--- src/rtl/ram32_port_arbiter_pkg.sv ---
// Shared constants and FSM state encoding for the RAM32 port arbiter.
package ram32_ctrl_pkg;

  localparam int unsigned RAM_WORDS = 32;
  localparam int unsigned RAM_AW    = 5;
  localparam int unsigned RAM_LANES = 4;
  localparam int unsigned BYTE_AW   = 7;

  typedef enum logic [1:0] {
    ST_RST,
    ST_INIT,
    ST_RUN
  } state_t;

endpackage

--- src/rtl/ram32_port_arbiter_if.sv ---
// Requester-side handshake bundle: master = requesters, slave = arbiter.
interface ram32_port_arbiter_if #(
  parameter int unsigned NUM_REQ = 2
);
  import ram32_ctrl_pkg::*;

  logic [NUM_REQ-1:0]         req_valid;
  logic [NUM_REQ-1:0]         req_ready;
  logic [NUM_REQ-1:0]         req_we;
  logic [BYTE_AW*NUM_REQ-1:0] req_addr;
  logic [8*NUM_REQ-1:0]       req_wdata;
  logic [NUM_REQ-1:0]         rsp_valid;
  logic [7:0]                 rsp_rdata;

  modport master (
    output req_valid, req_we, req_addr, req_wdata,
    input  req_ready, rsp_valid, rsp_rdata
  );

  modport slave (
    input  req_valid, req_we, req_addr, req_wdata,
    output req_ready, rsp_valid, rsp_rdata
  );

endinterface

--- src/rtl/ram32_port_arbiter_rr_arbiter.sv ---
// Round-robin arbiter: one-hot grant searching upward from the pointer with wrap.
module rr_arbiter #(
  parameter int unsigned N = 2
) (
  input  logic         clk,
  input  logic         rst_n,
  input  logic [N-1:0] req,
  input  logic         advance,
  output logic [N-1:0] grant
);

  localparam int unsigned PW = (N > 1) ? $clog2(N) : 1;

  logic [PW-1:0] ptr;
  logic [PW-1:0] grant_idx;
  logic [PW-1:0] idx;
  logic          found;

  always_comb begin
    grant     = '0;
    grant_idx = '0;
    idx       = '0;
    found     = 1'b0;
    for (int unsigned i = 0; i < N; i++) begin
      idx = PW'((32'(ptr) + i) % N);
      if (!found && req[idx]) begin
        found      = 1'b1;
        grant[idx] = 1'b1;
        grant_idx  = idx;
      end
    end
  end

  always_ff @(posedge clk or negedge rst_n) begin
    if (!rst_n) begin
      ptr <= '0;
    end else if (advance && found) begin
      ptr <= (grant_idx == PW'(N - 1)) ? '0 : grant_idx + 1'b1;
    end
  end

endmodule

--- src/rtl/ram32_port_arbiter.sv ---
// Shares the single-port RAM32 macro among byte-wide requesters with an
// optional post-reset zero-fill.
module ram32_port_arbiter
  import ram32_ctrl_pkg::*;
#(
  parameter int unsigned NUM_REQ        = 2,
  parameter bit          CLEAR_ON_RESET = 1'b1
) (
  input  logic                   clk,
  input  logic                   rst_n,
  ram32_port_arbiter_if.slave    req_bus,
  output logic                   init_done,
  output logic                   ram_en,
  output logic [RAM_AW-1:0]      ram_a,
  output logic [RAM_LANES-1:0]   ram_we,
  output logic [31:0]            ram_di,
  input  logic [31:0]            ram_do
);

  state_t              state;
  state_t              state_nxt;
  logic [RAM_AW-1:0]   clr_cnt;

  logic [NUM_REQ-1:0]  arb_req;
  logic [NUM_REQ-1:0]  grant;
  logic                granted;

  logic [BYTE_AW-1:0]  sel_addr;
  logic [7:0]          sel_wdata;
  logic                sel_we;
  logic [1:0]          sel_lane;

  logic [NUM_REQ-1:0]  rsp_valid_q;
  logic [1:0]          rsp_lane_q;
  logic                rsp_read_q;

  // State register
  always_ff @(posedge clk or negedge rst_n) begin
    if (!rst_n) state <= ST_RST;
    else        state <= state_nxt;
  end

  // Next-state logic
  always_comb begin
    state_nxt = state;
    case (state)
      ST_RST:  state_nxt = CLEAR_ON_RESET ? ST_INIT : ST_RUN;
      ST_INIT: if (clr_cnt == RAM_AW'(RAM_WORDS - 1)) state_nxt = ST_RUN;
      ST_RUN:  state_nxt = ST_RUN;
      default: state_nxt = ST_RST;
    endcase
  end

  // Clear counter wraps back to 0 as INIT completes, so it rests at 0 in RUN.
  always_ff @(posedge clk or negedge rst_n) begin
    if (!rst_n) begin
      clr_cnt   <= '0;
      init_done <= 1'b0;
    end else begin
      if (state == ST_INIT) clr_cnt <= clr_cnt + 1'b1;
      init_done <= (state_nxt == ST_RUN);
    end
  end

  assign arb_req = (state == ST_RUN) ? req_bus.req_valid : '0;
  assign granted = |grant;

  rr_arbiter #(
    .N (NUM_REQ)
  ) u_rr_arbiter (
    .clk     (clk),
    .rst_n   (rst_n),
    .req     (arb_req),
    .advance (granted),
    .grant   (grant)
  );

  assign req_bus.req_ready = grant;

  // Payload of the granted requester (grant is one-hot, so OR-select)
  always_comb begin
    sel_addr  = '0;
    sel_wdata = '0;
    sel_we    = 1'b0;
    for (int unsigned r = 0; r < NUM_REQ; r++) begin
      if (grant[r]) begin
        sel_addr  = sel_addr  | req_bus.req_addr[BYTE_AW*r +: BYTE_AW];
        sel_wdata = sel_wdata | req_bus.req_wdata[8*r +: 8];
        sel_we    = sel_we    | req_bus.req_we[r];
      end
    end
  end

  assign sel_lane = sel_addr[1:0];

  // Output logic: macro drive per state
  always_comb begin
    ram_en = 1'b0;
    ram_a  = '0;
    ram_we = '0;
    ram_di = '0;
    case (state)
      ST_INIT: begin
        ram_en = 1'b1;
        ram_a  = clr_cnt;
        ram_we = '1;
      end
      ST_RUN: begin
        if (granted) begin
          ram_en = 1'b1;
          ram_a  = sel_addr[BYTE_AW-1:2];
          if (sel_we) begin
            ram_we = RAM_LANES'(1) << sel_lane;
            ram_di = 32'(sel_wdata) << {sel_lane, 3'b000};
          end
        end
      end
      default: ;
    endcase
  end

  always_ff @(posedge clk or negedge rst_n) begin
    if (!rst_n) begin
      rsp_valid_q <= '0;
      rsp_lane_q  <= '0;
      rsp_read_q  <= 1'b0;
    end else begin
      rsp_valid_q <= grant;
      if (granted) begin
        rsp_lane_q <= sel_lane;
        rsp_read_q <= !sel_we;
      end
    end
  end

  assign req_bus.rsp_valid = rsp_valid_q;

  always_comb begin
    req_bus.rsp_rdata = 8'h00;
    if (|rsp_valid_q && rsp_read_q) req_bus.rsp_rdata = ram_do[{rsp_lane_q, 3'b000} +: 8];
  end

endmodule

--- src/flat_wrapper.sv ---
// flat-port wrapper written by rule: the top's interface ports become plain ports
module ram32_port_arbiter_flat import ram32_ctrl_pkg::*;
#(
  parameter int unsigned NUM_REQ        = 2,
  parameter bit          CLEAR_ON_RESET = 1'b1
)
  (clk, rst_n, init_done, ram_en, ram_a, ram_we, ram_di, ram_do, req_bus_req_valid, req_bus_req_we, req_bus_req_addr, req_bus_req_wdata, req_bus_req_ready, req_bus_rsp_valid, req_bus_rsp_rdata);
  ram32_port_arbiter_if #(.NUM_REQ(NUM_REQ)) req_bus_i ();
  input  logic clk;
  input  logic rst_n;
  output logic init_done;
  output logic ram_en;
  output logic [RAM_AW-1:0] ram_a;
  output logic [RAM_LANES-1:0] ram_we;
  output logic [31:0] ram_di;
  input  logic [31:0] ram_do;
  input wire logic [$bits(req_bus_i.req_valid)-1:0] req_bus_req_valid;
  input wire logic [$bits(req_bus_i.req_we)-1:0] req_bus_req_we;
  input wire logic [$bits(req_bus_i.req_addr)-1:0] req_bus_req_addr;
  input wire logic [$bits(req_bus_i.req_wdata)-1:0] req_bus_req_wdata;
  output wire logic [$bits(req_bus_i.req_ready)-1:0] req_bus_req_ready;
  output wire logic [$bits(req_bus_i.rsp_valid)-1:0] req_bus_rsp_valid;
  output wire logic [$bits(req_bus_i.rsp_rdata)-1:0] req_bus_rsp_rdata;
  assign req_bus_i.req_valid = req_bus_req_valid;
  assign req_bus_i.req_we = req_bus_req_we;
  assign req_bus_i.req_addr = req_bus_req_addr;
  assign req_bus_i.req_wdata = req_bus_req_wdata;
  assign req_bus_req_ready = req_bus_i.req_ready;
  assign req_bus_rsp_valid = req_bus_i.rsp_valid;
  assign req_bus_rsp_rdata = req_bus_i.rsp_rdata;
  ram32_port_arbiter #(.NUM_REQ(NUM_REQ), .CLEAR_ON_RESET(CLEAR_ON_RESET)) u_core (.clk(clk), .rst_n(rst_n), .req_bus(req_bus_i), .init_done(init_done), .ram_en(ram_en), .ram_a(ram_a), .ram_we(ram_we), .ram_di(ram_di), .ram_do(ram_do));
endmodule
--- config.mk ---
export PLATFORM = sky130hd
export DESIGN_NAME = ram32_port_arbiter_flat
export DESIGN_NICKNAME = d
export VERILOG_FILES = /design/src/rtl/ram32_port_arbiter_pkg.sv /design/src/rtl/ram32_port_arbiter_if.sv /design/src/rtl/ram32_port_arbiter_rr_arbiter.sv /design/src/rtl/ram32_port_arbiter.sv /design/src/flat_wrapper.sv
export SDC_FILE = /design/constraint.sdc
export NUM_CORES = 1
export LEC_CHECK = 0
export ABC_AREA = 0
export BUFFER_PORTS_ARGS = -buffer_cell sky130_fd_sc_hd__buf_2
export CAP_MARGIN = 20
export CORE_UTILIZATION = 40
export CTS_CLUSTER_SIZE = 28
export DETAILED_ROUTE_END_ITERATION = 10
export HOLD_SLACK_MARGIN = 0.03
export PLACE_DENSITY = 0.83
export SLEW_MARGIN = 20
export SYNTH_ARGS = -nofsm -noshare
export SYNTH_HDL_FRONTEND = slang
export SYNTH_SLANG_ARGS = --single-unit
--- constraint.sdc ---
create_clock -name clk -period 3.3 [get_ports clk]
set_input_delay 0.165 -clock clk [delete_from_list [all_inputs] [get_ports clk]]
set_output_delay 0.165 -clock clk [all_outputs]
set_load 0.02 [all_outputs]
# Yosys cells after proc, flatten, opt, wreduce, memory -nomap -nowiden
# Cells that the tools add are included.
dict set report classes {
  n_addsub 3
  n_lt_le_gt_ge 4
  eq_ne 4
  shift 3
  muxes 35
  bitwise_logic 4
  reduce_logical 10
}
# op count
set ops {}
lappend ops {{$mux W32} 3}
lappend ops {{$shiftx A32 B6 Y8} 1}
lappend ops {{$shl A8 B5 Y32} 1}
lappend ops {{$mux W8} 3}
lappend ops {{$mux W1} 14}
lappend ops {{$mux W7} 2}
lappend ops {{$pmux W5 S2} 1}
lappend ops {{$mux W2} 4}
lappend ops {{$mux W4} 2}
lappend ops {{$or A8 B8 Y8} 1}
lappend ops {{$pmux W4 S2} 1}
lappend ops {{$or A7 B7 Y7} 1}
lappend ops {{$pmux W2 S3} 1}
lappend ops {{$add A5 B1 Y5 const B} 1}
lappend ops {{$eq A5 B5 Y1 const B} 1}
lappend ops {{$logic_and A1 B1 Y1} 5}
lappend ops {{$mux W5} 1}
lappend ops {{$eq A2 B2 Y1 const B} 2}
lappend ops {{$lt A1 B2 Y1 const B} 2}
lappend ops {{$reduce_or A2 Y1} 2}
lappend ops {{$shl A1 B2 Y4 const A} 1}
lappend ops {{$add A1 B1 Y1 const B} 2}
lappend ops {{$demux W1 S1} 2}
lappend ops {{$eq A2 B1 Y1 const B} 1}
lappend ops {{6 further kinds} 8}
dict set report word_totals {
  ff_bits 14
  in_bits 68
  out_inout_bits 55
}

# Depth between registers and ports, before layout
dict set report logic_depth {
  depth_word 15
  ltp_mapped 7
  depth_no_buf 7
}

# By module
# Synthesis repeated with hierarchy kept, for this count alone.
dict set report hier_totals {
  hier_cells 154
  hier_area_um2 1418.9
}
# mod instances cells_each area_per_inst_um2 seq_area_each_um2
set by_module_without_submodules {}
lappend by_module_without_submodules {ram32_port_arbiter 1 148 1363.8 325.3}
lappend by_module_without_submodules {rr_arbiter 1 6 55.1 25.0}

# Least setup slack after synthesis
# Ideal clock, no wire load.
dict set report synth_path {
  path_type {flip-flop to output port}
  from {reg u_core.state[0]}
  to {out ram_a[0]}
  arrival_ns 1.820
  slack_ns 1.315
  stages_incl_launch_ff 7
  cell_sequence {dfrtp_1 > inv_1 > ha_1 > nand2_1 > a21oi_1 > a222oi_1 > nor2b_1}
}
dict set report synth_between {
  elab_chain_len 13
  word_cells_on_any_way 19
}
# item line
set synth_lines {}
lappend synth_lines {{from (decl)} ram32_port_arbiter.sv:20} ;# state_t state;
lappend synth_lines {{from (signal assigned)} ram32_port_arbiter.sv:40} ;# else state <= state_nxt;
lappend synth_lines {{$eq A2 B2 Y1 *} ram32_port_arbiter.sv:65} ;# assign arb_req = (state == ST_RUN) ? req_bus.req_valid : '0;
lappend synth_lines {{$mux W2 *} ram32_port_arbiter.sv:65}
lappend synth_lines {{$mux W1 (implied by the code) (2 in series)} ram32_port_arbiter_rr_arbiter.sv:26} ;# if (!found && req[idx]) begin
lappend synth_lines {{$mux W1} ram32_port_arbiter_rr_arbiter.sv:26}
lappend synth_lines {{$logic_not A1 Y1} ram32_port_arbiter_rr_arbiter.sv:26}
lappend synth_lines {{$logic_and A1 B1 Y1} ram32_port_arbiter_rr_arbiter.sv:26}
lappend synth_lines {{$mux W2 *} ram32_port_arbiter_rr_arbiter.sv:26}
lappend synth_lines {{net req_bus_req_ready[0]} flat_wrapper.sv:21} ;# output wire logic [$bits(req_bus_i.req_ready)-1:0] req_bus_req_ready;
lappend synth_lines {{$mux W7} ram32_port_arbiter.sv:86} ;# if (grant[r]) begin
lappend synth_lines {{$or A7 B7 Y7} ram32_port_arbiter.sv:87} ;# sel_addr = sel_addr | req_bus.req_addr[BYTE_AW*r +: BYTE_AW];
lappend synth_lines {{$mux W7} ram32_port_arbiter.sv:86}
lappend synth_lines {{$mux W5 *} ram32_port_arbiter.sv:109} ;# if (granted) begin
lappend synth_lines {{$pmux W5 S2 *} ram32_port_arbiter.sv:102} ;# case (state)
lappend synth_lines {{to (decl)} flat_wrapper.sv:13} ;# output logic [RAM_AW-1:0] ram_a;
# The timed path passes the listed nets; every way through them passes the cells marked *. The select of a mux whose other input is x is not followed.

# Worst setup path in the final report
dict set report layout_path {
  from {reg u_core.state[0]}
  to {out ram_a[0]}
}
dict set report layout_between {
  elab_chain_len 13
  word_cells_on_any_way 19
}
# item line
set layout_lines {}
lappend layout_lines {{$eq A2 B2 Y1} {ram32_port_arbiter.sv:65, ram32_port_arbiter.sv:102}}
lappend layout_lines {{$mux W2} ram32_port_arbiter.sv:65}
lappend layout_lines {{$mux W1 (implied by the code) (2 in series)} ram32_port_arbiter_rr_arbiter.sv:26}
lappend layout_lines {{$mux W1} ram32_port_arbiter_rr_arbiter.sv:26}
lappend layout_lines {{$logic_not A1 Y1} ram32_port_arbiter_rr_arbiter.sv:26}
lappend layout_lines {{$logic_and A1 B1 Y1} ram32_port_arbiter_rr_arbiter.sv:26}
lappend layout_lines {{$mux W2} ram32_port_arbiter_rr_arbiter.sv:26}
lappend layout_lines {{$mux W7} ram32_port_arbiter.sv:86}
lappend layout_lines {{$or A7 B7 Y7} ram32_port_arbiter.sv:87}
lappend layout_lines {{$mux W7} ram32_port_arbiter.sv:86}
lappend layout_lines {{$mux W5} ram32_port_arbiter.sv:109}
lappend layout_lines {{$pmux W5 S2 *} ram32_port_arbiter.sv:102}
# Every way passes the cells marked *; elsewhere a longest branch is shown, timed or not. The select of a mux whose other input is x is not followed.

==> flow_summary.json <==
{
  "synth_top_area_share_pct": 23.47,
  "drt_iter0_markers": 93,
  "synth_area_mm2": 0.001493,
  "cts_hold_buf": 1,
  "wl_met2_um": 2213,
  "antenna_found_initial": 0,
  "rsz0062_at_grt": "false",
  "core-area_mm2": 0.003442,
  "synth_seq_cells": 14,
  "p_per_area_mw_per_mm2": 300.8,
  "overflow": 0,
  "synth_common_cells": "32 x nor2_1, 14 x dfrtp_1, 14 x nor2b_1, 13 x nand2_1, 8 x mux4_2",
  "setup_tns_ns": 0,
  "maxCapViolations": 0,
  "leakagePower_uw": 0.001158,
  "synth_top_cell_by_area": "dfrtp_1",
  "clk_latency_ns": 0.25,
  "clock_path_buffers": 2,
  "r2r_cells": 5,
  "maxSlewHeadroom_pct": 43.72,
  "fmax_ghz": 0.4217,
  "status": "completed",
  "syn_to_final_growth_pct": 45.52,
  "synthFlopType": "dfrtp_1",
  "root_buffer": "clkbuf_8",
  "final_cell_area_mm2": 0.002172,
  "min_period_ns": 2.371,
  "met1Wirelength_um": 1734,
  "syn_inst": 156,
  "cts_setup_buffers": 0,
  "crit_type": "flop to primary output",
  "cts_buffers": 3,
  "met3_length_um": 332,
  "worst_pin_slew_ns": 0.8353,
  "rrSetupSlack_ns": 1.63,
  "hp-class": "input pin to flop",
  "start_util_pct": 43.37,
  "top_layer_used": "met4",
  "num_vias": 1687,
  "r2r-start": "u_core.state[0]",
  "die-width_um": 63.09,
  "ys_warn_count": 0,
  "synthArstFlopShare_pct": 100.0,
  "cp.required_ns": 3.13,
  "power_uw": 653.4,
  "globalplace.congestion": 0.8267,
  "drive_gt1_share_pct": 55.84,
  "dieArea_mm2": 0.003980,
  "holdPathStages": 3,
  "die_h_um": 63.09,
  "antenna-diode-count": 0,
  "antenna_left": 0,
  "post-synth-top-count-cell": "nor2_1",
  "io_pins": 123,
  "portBuffers": 122,
  "grt_pass1_vias": 1558,
  "reg2reg_to": "u_core.req_bus.rsp_valid[0]",
  "finalMaxSlewViolations": 0,
  "arrival_ns": 2.21,
  "grtUsageTotal_pct": 21.85,
  "synth_nets": 230,
  "ir_drop_uv": 269.6,
  "synthTopCellsByArea": "dfrtp_1 23%, mux4_2 12%, nor2_1 8.0%",
  "critPathMaxFanout": 22,
  "dpl.hpwl_um": 3364,
  "clk_pin_slew_worst_paths_ns": 0.06,
  "setup_viol": 0,
  "drt-total-wl_um": 4304,
  "grt_pass1_wl_um": 7044,
  "finalCritPeriodShare_pct": 71.85,
  "worstHoldStart": "req_bus_req_valid[0]",
  "synth_cell_types": 34,
  "cp-start-kind": "flop",
  "htree_levels": 1,
  "avgViaCountPerCell": 5.272,
  "clock_sinks": 14,
  "grt_max_degree": 23,
  "crit_path_end_kind": "primary output",
  "hold_viol_final": 0,
  "std_cell_rows": 21,
  "fin_nets": 349,
  "drc": 0,
  "cts_resized": 0,
  "post_drt_wl_per_cell_um": 13.45,
  "placedInstanceArea_mm2": 0.002107,
  "synth_edf_count": 0,
  "ys_seq_area_share_pct": 23.47,
  "cts_tree": "done",
  "avgSynthCellArea_um2": 9.568,
  "clock_skew_ns": 0.001843,
  "dr.pass1.iters": 4
}
sequential cells by signal, indices dropped and copies added, names as in the netlist, named ones only:
name	cells
u_core.clr_cnt	5
u_core.rsp_read_q	1
u_core.req_bus.rsp_valid	2
u_core.init_done	1
u_core.state	2
u_core.rsp_lane_q	2
power by group:
group | switching (uW) | leakage [uW] | internal (uW)
clock network | 62.3 | 0.0000288 | 106
registers | 19.1 | 0.000173 | 181
logic | 151 | 0.000956 | 134
total | 233 | 0.00116 | 420
worst max-delay path by stage:
stage / depth (start not counted) / start / end
after detailed placement: 8 / u_core.state[0] / ram_a[0]
final: 8 / u_core.state[0] / ram_a[0]
after floorplan: 6 / u_core.state[0] / ram_a[0]
after global routing: 8 / u_core.state[0] / ram_a[4]
after CTS: 8 / u_core.state[0] / ram_a[0]
after global placement: 8 / u_core.state[0] / ram_a[4]
critical path: stages, from the launching register on:
cell and delay [ns]:
dfrtp_1 0.42, inv_1 0.09, ha_1 0.14, buf_4 0.27, nand2_1 0.08, a21oi_1 0.50, a222oi_1 0.14, nor2b_1 0.15
buf_2 0.17
metal layers:
layer / global-route usage (%) / vias to the layer above
met5: 0 / -
met4: 4.360 / 0
met3: 6.341 / 4
met2: 39.65 / 76
met1: 25.11 / 790
li1: - / 817
metrics by stage:
stage | setup WS, ns | hold WS, ns | instances | utilization [%]
after global routing | 0.7831 | 0.3479 | 320 | 63.10
after detailed placement | 1.219 | 0.07587 | 315 | 61.21
after global placement | 1.253 | 0.06416 | 315 | 61.21
after CTS | 0.9385 | 0.2948 | 320 | 63.10
after floorplan | 1.315 | -0.1306 | 156 | -
final | 0.9289 | 0.3075 | 320 | 63.10
final cells by class:
type                    instances  area [um2]
clock buffers                   4       55.05
fillers                       290        1270
inverters                       7       26.28
multi-input cells             125        1055
flip-flops and latches         14       350.3
well taps                      46       57.56
repair buffers                124       628.1
placed cells by master, fill, tap and decap left out, types with 4 or more instances in the layout:
cell type and instances:
a32o_1 7, buf_2 122, clkbuf_8 4, nor2b_1 14, nand2_1 13, inv_1 7, dfrtp_1 14, nor2_1 32
ha_1 6, nand4_4 4, mux4_2 8, a222oi_1 5, a21oi_1 5
logic make-up (layout without fill, tap and decap cells):
group	after synthesis	in the layout	synth area share, %
flops	14	14	23.47
fa+ha+maj	6	6	5.029
buf+inv	17	135	5.867
compound gates	35	35	23.55
simple gates	71	71	26.74
mux	10	10	13.58
xor+xnor	3	3	1.761
Power figures use the tool's default switching activity.
